**config.mk**
```make
export PLATFORM = sky130hd
export DESIGN_NAME = hs_arbiter_seq_flat
export DESIGN_NICKNAME = d
export VERILOG_FILES = /design/src/rtl/hs_arbiter_seq_if.sv /design/src/rtl/hs_arbiter_seq.sv /design/src/flat_wrapper.sv
export SDC_FILE = /design/constraint.sdc
export NUM_CORES = 1
export LEC_CHECK = 0
export BUFFER_PORTS_ARGS = -buffer_cell sky130_fd_sc_hd__buf_2
export CORE_ASPECT_RATIO = 1.2
export CORE_UTILIZATION = 45
export CTS_BUF_LIST = sky130_fd_sc_hd__clkbuf_4 sky130_fd_sc_hd__clkbuf_8
export DETAILED_ROUTE_END_ITERATION = 10
export PLACE_DENSITY_LB_ADDON = 0.1
export SLEW_MARGIN = 0
export SYNTH_ARGS = -nofsm -noshare
export SYNTH_HDL_FRONTEND = slang
export SYNTH_SLANG_ARGS = --single-unit
```
**constraint.sdc**
```tcl
create_clock -name clk -period 2.2 [get_ports clk]
set_input_delay 0.66 -clock clk [delete_from_list [all_inputs] [get_ports clk]]
set_output_delay 0.66 -clock clk [all_outputs]
set_load 0.02 [all_outputs]
```
**src/rtl/hs_arbiter_seq_if.sv**
```systemverilog
// Handshake bundle between the two requesters, the shared output channel and the status outputs.
// The slave modport is the sequencer's view; master is the surrounding environment.
interface hs_arbiter_seq_if #(
  parameter int unsigned DATA_W  = 8,
  parameter int unsigned TXCNT_W = 16
);
  logic               Lreq0;
  logic               Lreq1;
  logic [DATA_W-1:0]  din0;
  logic [DATA_W-1:0]  din1;
  logic               Lack0;
  logic               Lack1;
  logic               Rreq;
  logic               REack;
  logic               goML;
  logic [DATA_W-1:0]  dout;
  logic               sel;
  logic               err;
  logic               err_clr;
  logic               busy;
  logic [TXCNT_W-1:0] tx_cnt;

  modport master (
    output Lreq0, Lreq1, din0, din1, REack, err_clr,
    input  Lack0, Lack1, Rreq, goML, dout, sel, err, busy, tx_cnt
  );

  modport slave (
    input  Lreq0, Lreq1, din0, din1, REack, err_clr,
    output Lack0, Lack1, Rreq, goML, dout, sel, err, busy, tx_cnt
  );
endinterface

```
**src/rtl/hs_arbiter_seq.sv**
```systemverilog
// Round-robin sequencer sharing one 4-phase bundled-data channel between two 4-phase requesters.
// Asynchronous inputs are synchronized; every output is driven straight from a flop.
module hs_arbiter_seq #(
  parameter int unsigned DATA_W      = 8,
  parameter int unsigned SYNC_STAGES = 2,
  parameter int unsigned TIMEOUT     = 200,
  parameter int unsigned TXCNT_W     = 16
) (
  input  logic            clk,
  input  logic            rst,
  hs_arbiter_seq_if.slave bus
);

  localparam int unsigned SyncN      = (SYNC_STAGES < 2) ? 2 : SYNC_STAGES;
  localparam int unsigned TmoClamped = (TIMEOUT < 2) ? 2 : ((TIMEOUT > 255) ? 255 : TIMEOUT);
  localparam logic [7:0]  TmoLast    = 8'(TmoClamped - 1);

  typedef enum logic [2:0] {
    StIdle,
    StLatch,
    StReq,
    StRelease,
    StAck,
    StErr
  } state_e;

  state_e             state_q, state_d;
  logic [SyncN-1:0]   lreq0_sync_q, lreq1_sync_q, reack_sync_q;
  logic               s_lreq0, s_lreq1, s_reack;
  logic [7:0]         tmo_q, tmo_d;
  logic               sel_q, sel_d;
  logic               last_q, last_d;
  logic [DATA_W-1:0]  dout_q, dout_d;
  logic [TXCNT_W-1:0] tx_cnt_q, tx_cnt_d;
  logic               lack0_q, lack1_q, rreq_q, goml_q, err_q, busy_q;

  always_ff @(posedge clk or negedge rst) begin
    if (!rst) begin
      lreq0_sync_q <= '0;
      lreq1_sync_q <= '0;
      reack_sync_q <= '0;
    end else begin
      lreq0_sync_q <= {lreq0_sync_q[SyncN-2:0], bus.Lreq0};
      lreq1_sync_q <= {lreq1_sync_q[SyncN-2:0], bus.Lreq1};
      reack_sync_q <= {reack_sync_q[SyncN-2:0], bus.REack};
    end
  end

  assign s_lreq0 = lreq0_sync_q[SyncN-1];
  assign s_lreq1 = lreq1_sync_q[SyncN-1];
  assign s_reack = reack_sync_q[SyncN-1];

  always_comb begin
    state_d  = state_q;
    tmo_d    = tmo_q;
    sel_d    = sel_q;
    last_d   = last_q;
    dout_d   = dout_q;
    tx_cnt_d = tx_cnt_q;
    unique case (state_q)
      StIdle: begin
        if (s_lreq0 || s_lreq1) begin
          sel_d   = (s_lreq0 && s_lreq1) ? ~last_q : s_lreq1;
          // Data is captured on the grant edge so dout is already valid while goML is high.
          dout_d  = sel_d ? bus.din1 : bus.din0;
          state_d = StLatch;
        end
      end
      StLatch: begin
        tmo_d   = '0;
        state_d = StReq;
      end
      StReq: begin
        if (s_reack) begin
          tmo_d   = '0;
          state_d = StRelease;
        end else if (tmo_q == TmoLast) begin
          state_d = StErr;
        end else begin
          tmo_d = tmo_q + 8'd1;
        end
      end
      StRelease: begin
        if (!s_reack) begin
          state_d = StAck;
        end else if (tmo_q == TmoLast) begin
          state_d = StErr;
        end else begin
          tmo_d = tmo_q + 8'd1;
        end
      end
      StAck: begin
        if (!(sel_q ? s_lreq1 : s_lreq0)) begin
          last_d   = sel_q;
          tx_cnt_d = tx_cnt_q + 1'b1;
          state_d  = StIdle;
        end
      end
      StErr: begin
        if (bus.err_clr && !s_reack) begin
          state_d = StIdle;
        end
      end
      default: state_d = StIdle;
    endcase
  end

  // Outputs are decoded from the next state so they change on the same edge as the FSM.
  always_ff @(posedge clk or negedge rst) begin
    if (!rst) begin
      state_q  <= StIdle;
      tmo_q    <= '0;
      sel_q    <= 1'b0;
      last_q   <= 1'b1;
      dout_q   <= '0;
      tx_cnt_q <= '0;
      lack0_q  <= 1'b0;
      lack1_q  <= 1'b0;
      rreq_q   <= 1'b0;
      goml_q   <= 1'b0;
      err_q    <= 1'b0;
      busy_q   <= 1'b0;
    end else begin
      state_q  <= state_d;
      tmo_q    <= tmo_d;
      sel_q    <= sel_d;
      last_q   <= last_d;
      dout_q   <= dout_d;
      tx_cnt_q <= tx_cnt_d;
      lack0_q  <= (state_d == StAck) && !sel_d;
      lack1_q  <= (state_d == StAck) && sel_d;
      rreq_q   <= (state_d == StReq);
      goml_q   <= (state_d == StLatch);
      err_q    <= (state_d == StErr);
      busy_q   <= !((state_d == StIdle) || (state_d == StErr));
    end
  end

  assign bus.Lack0  = lack0_q;
  assign bus.Lack1  = lack1_q;
  assign bus.Rreq   = rreq_q;
  assign bus.goML   = goml_q;
  assign bus.err    = err_q;
  assign bus.busy   = busy_q;
  assign bus.sel    = sel_q;
  assign bus.dout   = dout_q;
  assign bus.tx_cnt = tx_cnt_q;

`ifndef SYNTHESIS
  a_one_channel: assert property (@(posedge clk) disable iff (!rst)
    $onehot0({bus.Rreq, bus.goML, bus.Lack0, bus.Lack1}));
  a_goml_pulse: assert property (@(posedge clk) disable iff (!rst)
    bus.goML |=> !bus.goML);
`endif

endmodule
```
**src/flat_wrapper.sv**
```systemverilog
// flat-port wrapper written by rule: the top's interface ports become plain ports
module hs_arbiter_seq_flat 
#(
  parameter int unsigned DATA_W      = 8,
  parameter int unsigned SYNC_STAGES = 2,
  parameter int unsigned TIMEOUT     = 200,
  parameter int unsigned TXCNT_W     = 16
)
  (clk, rst, bus_Lreq0, bus_Lreq1, bus_din0, bus_din1, bus_REack, bus_err_clr, bus_Lack0, bus_Lack1, bus_Rreq, bus_goML, bus_dout, bus_sel, bus_err, bus_busy, bus_tx_cnt);
  hs_arbiter_seq_if #(.DATA_W(DATA_W), .TXCNT_W(TXCNT_W)) bus_i ();
  input  logic clk;
  input  logic rst;
  input wire logic [$bits(bus_i.Lreq0)-1:0] bus_Lreq0;
  input wire logic [$bits(bus_i.Lreq1)-1:0] bus_Lreq1;
  input wire logic [$bits(bus_i.din0)-1:0] bus_din0;
  input wire logic [$bits(bus_i.din1)-1:0] bus_din1;
  input wire logic [$bits(bus_i.REack)-1:0] bus_REack;
  input wire logic [$bits(bus_i.err_clr)-1:0] bus_err_clr;
  output wire logic [$bits(bus_i.Lack0)-1:0] bus_Lack0;
  output wire logic [$bits(bus_i.Lack1)-1:0] bus_Lack1;
  output wire logic [$bits(bus_i.Rreq)-1:0] bus_Rreq;
  output wire logic [$bits(bus_i.goML)-1:0] bus_goML;
  output wire logic [$bits(bus_i.dout)-1:0] bus_dout;
  output wire logic [$bits(bus_i.sel)-1:0] bus_sel;
  output wire logic [$bits(bus_i.err)-1:0] bus_err;
  output wire logic [$bits(bus_i.busy)-1:0] bus_busy;
  output wire logic [$bits(bus_i.tx_cnt)-1:0] bus_tx_cnt;
  assign bus_i.Lreq0 = bus_Lreq0;
  assign bus_i.Lreq1 = bus_Lreq1;
  assign bus_i.din0 = bus_din0;
  assign bus_i.din1 = bus_din1;
  assign bus_i.REack = bus_REack;
  assign bus_i.err_clr = bus_err_clr;
  assign bus_Lack0 = bus_i.Lack0;
  assign bus_Lack1 = bus_i.Lack1;
  assign bus_Rreq = bus_i.Rreq;
  assign bus_goML = bus_i.goML;
  assign bus_dout = bus_i.dout;
  assign bus_sel = bus_i.sel;
  assign bus_err = bus_i.err;
  assign bus_busy = bus_i.busy;
  assign bus_tx_cnt = bus_i.tx_cnt;
  hs_arbiter_seq #(.DATA_W(DATA_W), .SYNC_STAGES(SYNC_STAGES), .TIMEOUT(TIMEOUT), .TXCNT_W(TXCNT_W)) u_core (.clk(clk), .rst(rst), .bus(bus_i));
endmodule
```
Word level (Yosys, flattened, before mapping). Index checks and enable logic that the tools add are counted.

Register bits after elaboration: 49. Input port bits: 22. Output and inout bits: 31. Word-level logic and storage cells: 61.

$add $sub $neg: 2. Equality and inequality tests: 11. Muxes and demuxes: 16. Bitwise logic cells: 2. Reduce and logical (&&, ||, !) cells: 15.

Operators by type and width (number): $mux W8 (4); $pmux W8 S3 (1); $mux W3 (6); $pmux W3 S6 (1); $add A16 B1 Y16 const B (1); $eq A3 B3 Y1 const B (4); $eq A3 B2 Y1 const B (3); $add A8 B1 Y8 const B (1); $eq A8 B8 Y1 const B (1); $eq A3 B1 Y1 const B (2); $logic_not A3 Y1 (2); $reduce_and A2 Y1 (3); $logic_and A1 B1 Y1 (4); $mux W1 (4); $logic_not A1 Y1 (3); $reduce_bool A3 Y1 (1); $logic_or A1 B1 Y1 (2); $ne A2 B1 Y1 const B (1); $not A1 Y1 (2).

Depth between registers and ports, before layout. Gate-level depths: netlist of the first run.

Word-level depth: 7. Mapped depth: 7. Depth with buffers taken out: 7.

Worst setup path after synthesis of the first run. No wires, ideal clock.

Kind: reg2reg. Start: reg u_core.tmo_q[0]. End: reg u_core.err_q (netlist: u_core.bus.err). Setup time: 0.119 ns. Arrival: 1.669 ns. Required time: 2.081 ns. Path slack: 0.412 ns. Stages on the path, launching flop included: 8. Buffers on the path: 1. Period minus slack after synthesis: 1.788 ns. Cell sequence: dfrtp_1 -> ha_1 -> nor3b_1 -> and2_1 -> clkbuf_1 -> a221oi_2 -> inv_1 -> and2_1.

Longest elaborated chain between the ends: 5. Elaborated cells between the ends (all ways): 6. Those cells by class: 2 x eq/ne; 4 x mux.

RTL lines: start: declaration (line hs_arbiter_seq.sv:30) `logic [7:0] tmo_q, tmo_d;`; start signal: assignment (line hs_arbiter_seq.sv:125) `tmo_q <= tmo_d;`; $eq A8 B8 Y1 (*) (line hs_arbiter_seq.sv:77, hs_arbiter_seq.sv:86); $mux W3 (*) (line hs_arbiter_seq.sv:77, hs_arbiter_seq.sv:86); $mux W3, on equally long branches (line hs_arbiter_seq.sv:84, hs_arbiter_seq.sv:74); $pmux W3 S6 (*) (line hs_arbiter_seq.sv:60) `unique case (state_q)`; via u_core.state_d[2] (line hs_arbiter_seq.sv:27) `state_e state_q, state_d;`; $eq A3 B3 Y1 (*) (line hs_arbiter_seq.sv:134) `err_q <= (state_d == StErr);`; end signal: assignment (line hs_arbiter_seq.sv:134); end: declaration (line hs_arbiter_seq.sv:35) `logic lack0_q, lack1_q, rreq_q, goml_q, err_q, busy_q;`.

The timed path passes the listed nets; every way through them passes the cells marked *. A chain may end at the register's enable or synchronous reset.

Final worst setup path of the first run. Same ends and word-level chain as after synthesis.

==> results of run 1 <==
==> cell type report <==
class,count,area [um^2]
fill,424,1950
sequential,49,1230
multi-input combinational,147,936
timing repair buffer,58,318
tap,58,72.6
clock buffer,5,68.8
clock inverter,3,65.1
inverter,7,26.3
==> sequential cells by signal, summed over array words and instances, names as in the netlist <==
name	cells
u_core.bus.tx_cnt	16
u_core.bus.dout	8
u_core.tmo_q	8
u_core.state_q	3
u_core.lreq0_sync_q	2
u_core.lreq1_sync_q	2
u_core.reack_sync_q	2
u_core.bus.Lack0	1
u_core.bus.Lack1	1
u_core.bus.Rreq	1
u_core.bus.busy	1
u_core.bus.err	1
u_core.bus.goML	1
u_core.bus.sel	1
u_core.last_q	1
==> per-stage QoR <==
stage          setup WS [ps]  total power (uW)  hold WS, ps  area, um^2  util, %
4_1_cts                  310              3080          309        2710     58.2
5_1_grt                  106              3250          328        2710     58.2
3_5_place_dp             328              2330          336        2580     55.3
6_report                 307              3040          302        2710     58.2
3_3_place_gp             380              2320          332        2580     55.3
2_1_floorplan            412              1980          331        2220        -
==> path summary, 6_finish.rpt <==
check                                         endpoint  slack (ps)  cells after the start
worst max register to register          u_core.bus.err         310                      6
min in group clk                u_core.lreq1_sync_q[1]         350                      0
worst min register to register  u_core.lreq1_sync_q[1]         350                      0
worst min-delay path                u_core.bus.dout[4]         300                      1
max in group asynchronous                u_core.last_q        1310                      2
worst max-delay path                    u_core.bus.err         310                      6
==> metal layers <==
layer / track usage [%] / share of wire [%] / routed length (um) / vias to the layer above
met5: 0 / 0 / 0 / -
met4: 5.11 / 1.0 / 43 / 0
met3: 3.88 / 3.8 / 162 / 4
met2: 31.5 / 52 / 2200 / 35
met1: 20.9 / 43 / 1850 / 779
li1: - / - / - / 838
==> layout by cell type, fill, tap and decap left out, types with 4 or more instances in the layout <==
master	count
nand2_1	25
buf_4	5
inv_1	7
dfrtp_1	48
o21ai_0	19
xor2_1	11
nand3_1	7
xnor2_1	8
nand4_1	4
nor2_1	16
mux2i_1	10
nor3_1	5
buf_2	52
clkbuf_8	5
==> power by group through the flow <==
stage	logic, uW	clock network, uW	registers [uW]
6_report	1050	742	1250
5_1_grt	1170	803	1280
4_1_cts	1060	765	1250
3_5_place_dp	1060	0	1270
3_3_place_gp	1050	0	1270
2_1_floorplan	563	0	1420
==> critical path, delay by kind of cell (launching register included) <==
family | cells | cell delay [ps]
and+or+nand+nor | 3 | 600
DFF | 1 | 440
AOI/OAI and AO/OA | 1 | 400
adders and majority gates | 1 | 250
buffers and inverters | 1 | 90
==> cells by family (layout without fill, tap and decap cells) <==
family	after synthesis	count (layout)
AOI/OAI and AO/OA	36	36
xor gates and xnor gates	19	19
adders and majority gates	2	2
buffers and inverters	12	73
DFF	49	49
muxes	11	11
and+or+nand+nor	79	79
==> reports/summary.txt, run 1 <==
Crit path max-delay cell type: dfrtp_1
Wire per inst: 13.0 um
Final setup violation count: 0
Clock power share: 24.4%
WP data required: 2390 ps
First drt pass iteration count: 4
CP startpoint: u_core.tmo_q[0]
Mapped Cells: 208
Synth Flop Type: dfrtp_1
Largest family of logic cells by synthesized area: simple AND/OR/NAND/NOR gates
Ant. Diodes: 0
Fraction of final layout cells sized beyond drive strength 1: 28.3%
Max transition margin: 66.8%
Syn nets: 232
Mapped Area: 2220 um^2
Routed vias/inst: 5.06
Flop pwr share: 41.2%
Endpoint type of the worst setup path: flip-flop
Number of H-tree levels: 2
Max FO, Critical Path: 7
Psw: 1080 uW
Commonest cells in the synthesized netlist: dfrtp_1 (48), nand2_1 (25), o21ai_0 (19), nor2_1 (16), xor2_1 (11)
Cells after DPL: 319
Status: completed
Clock insertion delay at the later pin of the skew report: 300 ps
# hold bufs at CTS: 0
Netlist cell types: 43
Logic pwr share: 34.4%
Top cell by count, worst path: and2_1
Synth top area share: 54.2%
Hold Fails Final Rpt: 0
Post-Synth XOR/XNOR Area: 7.51%
Count leader, synth: dfrtp_1
Clock Path Buffers: 2
Simple-Gate Fraction of Synth Area: 18.6%
Setup Skew: 7.60 ps
Area fraction in compound gates after synthesis: 9.94%
Critical path, cell by cell: ha_1 > nor3b_1 > and2_1 > a221oi_2 > inv_1 > and2_1
VDD IR max: 0.499 mV
Reg2reg start: u_core.tmo_q[0]
DRT Wirelength: 4260 um
CTS resizes: 0
Max-Cap Viols: 0
First-pass GRT wire length: 7030 um
Total number of yosys warnings: 0
Post-Synth Adder-Cell Area: 1.13%
GP Congestion: 0.802
CP max stage delay: 440 ps
Post-layout min period: 1890 ps
Grt ovf: 0
Antenna-violating nets left: 0
#FFs+latches synth: 49
Postcts setup bufs: 0
Number of global-route vias before repair: 1,583
Switching share of power: 35.6%
Synth-to-Final Area Change: 22.5%
PwrDens: 1120 nW/um^2
Mux contribution to synthesized area: 5.03%
DRC Markers: 0
Initial Utilization: 47.5%
Vias: 1,656
Core Footprint: 4660 um^2
RSZ-0062 raised after global routing: no
Clk slew on worst S/H paths: 90 ps
Async set-or-reset flop fraction in the synthesized netlist: 100%
CTS root buf: clkbuf_8
Leakage Power: 0.00137 uW
WP data arrival: 2090 ps
CP Launch Type: flip-flop
Worst hold path class: input port to async pin
Worst-Margin Slew: 494 ps
Final setup TNS: 0 ps
DIE HEIGHT: 78.9 um
Largest net degree at the start of global routing: 31
Initial antenna violation count: 0
Leading area contributor after synthesis: dfrtp_1
Internal power: 1960 uW
CTS sink cnt: 49
Register area share after synthesis: 55.4%
Final #Nets: 292
Post-route clock period utilization: 86.0%
Synth area leaders: dfrtp_1 (54%), mux2i_1 (4.5%), xor2_1 (4.3%)
Total GRT Usage: 17.7%
Cell Count, Final, Fillers Out: 327
PortBufs: 52
DIE AREA: 5210 um^2
Clock buffer count from CTS: 5
Fin. max-slew vios: 0
CTS tree: done
1st-iter DRT viols: 63
Mapped Avg Cell Area: 10.7 um^2
Post-DP HPWL: 3180 um
Chip width: 66.1 um
Crit Path Class: flip-flop to flip-flop
Max Fclk: 0.528 GHz
Post-synth EDFFs: 0
Core Rows: 27
I/O Pins: 53
(Power assumes the default switching activity.)
==> run 2: changes to the inputs <==
==> constraint.sdc (replaced) <==
create_clock -name clk -period 2.2 [get_ports clk]
set_input_delay 0.22 -clock clk [delete_from_list [all_inputs] [get_ports clk]]
set_output_delay 0.22 -clock clk [all_outputs]
set_load 0.02 [all_outputs]
==> run 2 against run 1 <==
Combinational power about the same. Via count rose by 1.8%. Non-clock buffer count decreased by 1. Sequential power about the same. Critical path depth unchanged. Routed wire length is 0.19% higher. Clock skew rose by 1.8 ps. Register-to-register slack better by 40 ps. Cell count shrank 0.31%. Hold slack worse by 300 ps. Die area unchanged.
==> reports/summary.txt, run 2 (same netlist as run 1, synthesis figures left out) <==
Postcts setup bufs: 0
DIE HEIGHT: 78.9 um
Worst R2R End: u_core.bus.err
RSZ-0062 raised after global routing: no
Number of global-route vias before repair: 1,580
Max-Cap Viols: 0
Fin. max-slew vios: 0
1st-iter DRT viols: 80
Routed vias/inst: 5.17
Synth-to-Final Area Change: 20.6%
Total GRT Usage: 18.3%
Endpoint type of the worst setup path: flip-flop
Post-route clock period utilization: 84.0%
Clock Path Buffers: 2
Max Fclk: 0.541 GHz
Core Rows: 27
Grt ovf: 0
WP data required: 2400 ps
Max FO, Critical Path: 7
# hold bufs at CTS: 0
Post-layout min period: 1850 ps
First drt pass iteration count: 4
DRT Wirelength: 4270 um
CTS sink cnt: 49
Logic pwr share: 34.7%
Commonest non-fill, non-tap cells in the layout: buf_2 (52), dfrtp_1 (48), nand2_1 (25)
DRC Markers: 0
CTS tree: done
CTS root buf: clkbuf_8
Initial Utilization: 47.5%
Final setup TNS: 0 ps
CTS resizes: 0
Antenna-violating nets left: 0
Flop pwr share: 43.5%
Clk slew on worst S/H paths: 90 ps
First-pass GRT wire length: 7150 um
Internal power: 1840 uW
Final #Nets: 291
Post-DP HPWL: 3120 um
Commonest non-fill, non-tap cell in the layout: buf_2
Reg2reg start: u_core.tmo_q[0]
Ant. Diodes: 0
Hold Fails Final Rpt: 0
WP data arrival: 2050 ps
Initial antenna violation count: 0
Core Footprint: 4660 um^2
VDD IR max: 0.459 mV
Cell Count, Final, Fillers Out: 326
Status: completed
Reg2reg path depth: 6
Chip width: 66.1 um
DIE AREA: 5210 um^2
GP Congestion: 0.854
Setup Skew: 9.44 ps
Clock insertion delay at the later pin of the skew report: 300 ps
PwrDens: 1100 nW/um^2
Leakage Power: 0.00135 uW
Switching share of power: 37.0%
Cells after DPL: 318
Worst-Margin Slew: 600 ps
I/O Pins: 53
CP Launch Type: flip-flop
Number of H-tree levels: 2
Clock power share: 21.8%
Fin Hold WS: 7.21 ps
Vias: 1,685
Wire per inst: 13.1 um
Largest net degree at the start of global routing: 50
Max transition margin: 60.0%
Max reg flops: 16
PortBufs: 52
R2R setup slack: 350 ps
Psw: 1080 uW
Worst hold path class: input port to async pin
Crit Path Class: flip-flop to flip-flop
Clock buffer count from CTS: 5
Final setup violation count: 0
Fraction of final layout cells sized beyond drive strength 1: 28.0%
-- run 2: cell types whose count changed in the layout (fill, tap and decap cells not counted), sizes merged --
| cell | change |
|---|---|
| bufinv | -1 |
| clkbuf | +1 |
| buf | -1 |
-- run 2: how the worst max path moves through the flow --
stage / start / to / cells after the start
CTS: u_core.tmo_q[0] / u_core.bus.err / 6
floorplan: u_core.tmo_q[0] / u_core.bus.err / 7
detailed placement: u_core.tmo_q[0] / u_core.bus.err / 6
finish: u_core.tmo_q[0] / u_core.bus.err / 6
global route: u_core.tmo_q[0] / u_core.bus.err / 6
global placement: u_core.tmo_q[0] / u_core.bus.err / 6
-- run 2: power groups by stage --
stage	clock, uW	sequential, uW	combinational [uW]
floorplan	0	1420	563
global placement	0	1290	1010
detailed placement	0	1290	1020
CTS	657	1270	1030
global route	687	1300	1130
finish	639	1270	1020
-- run 2: routing by layer --
metal,global-route usage [%],routed length [um],vias to the layer above
met5,0,0,-
li1,-,-,831
met3,3.88,175,7
met1,21.9,1820,810
met2,31.3,2190,37
met4,7.66,79,0
-- run 2: area by class of cell --
class,instances,area [um^2]
Clock buffer,6,76.3
Clock inverter,2,35.0
Sequential cell,49,1230
Inverter,7,26.3
Tap cell,58,72.6
Timing Repair Buffer,57,298
Multi-Input combinational cell,147,936
Fill cell,434,1990
-- run 2: worst max-delay path, stage by stage, from the launching register on --
cell,delay [ps]
dfrtp_1,430
ha_1,250
nor3b_1,180
and2_1,250
a221oi_2,390
inv_1,90
and2_1,160
-- run 2: metrics by stage --
step / utilization (%) / setup slack (ps) / power (uW) / cell area, um^2
floorplan: - / 412 / 1980 / 2220
global placement: 54.9 / 379 / 2300 / 2560
detailed placement: 54.9 / 347 / 2310 / 2560
CTS: 57.3 / 341 / 2960 / 2670
global route: 57.3 / 173 / 3130 / 2670
finish: 57.3 / 351 / 2930 / 2670
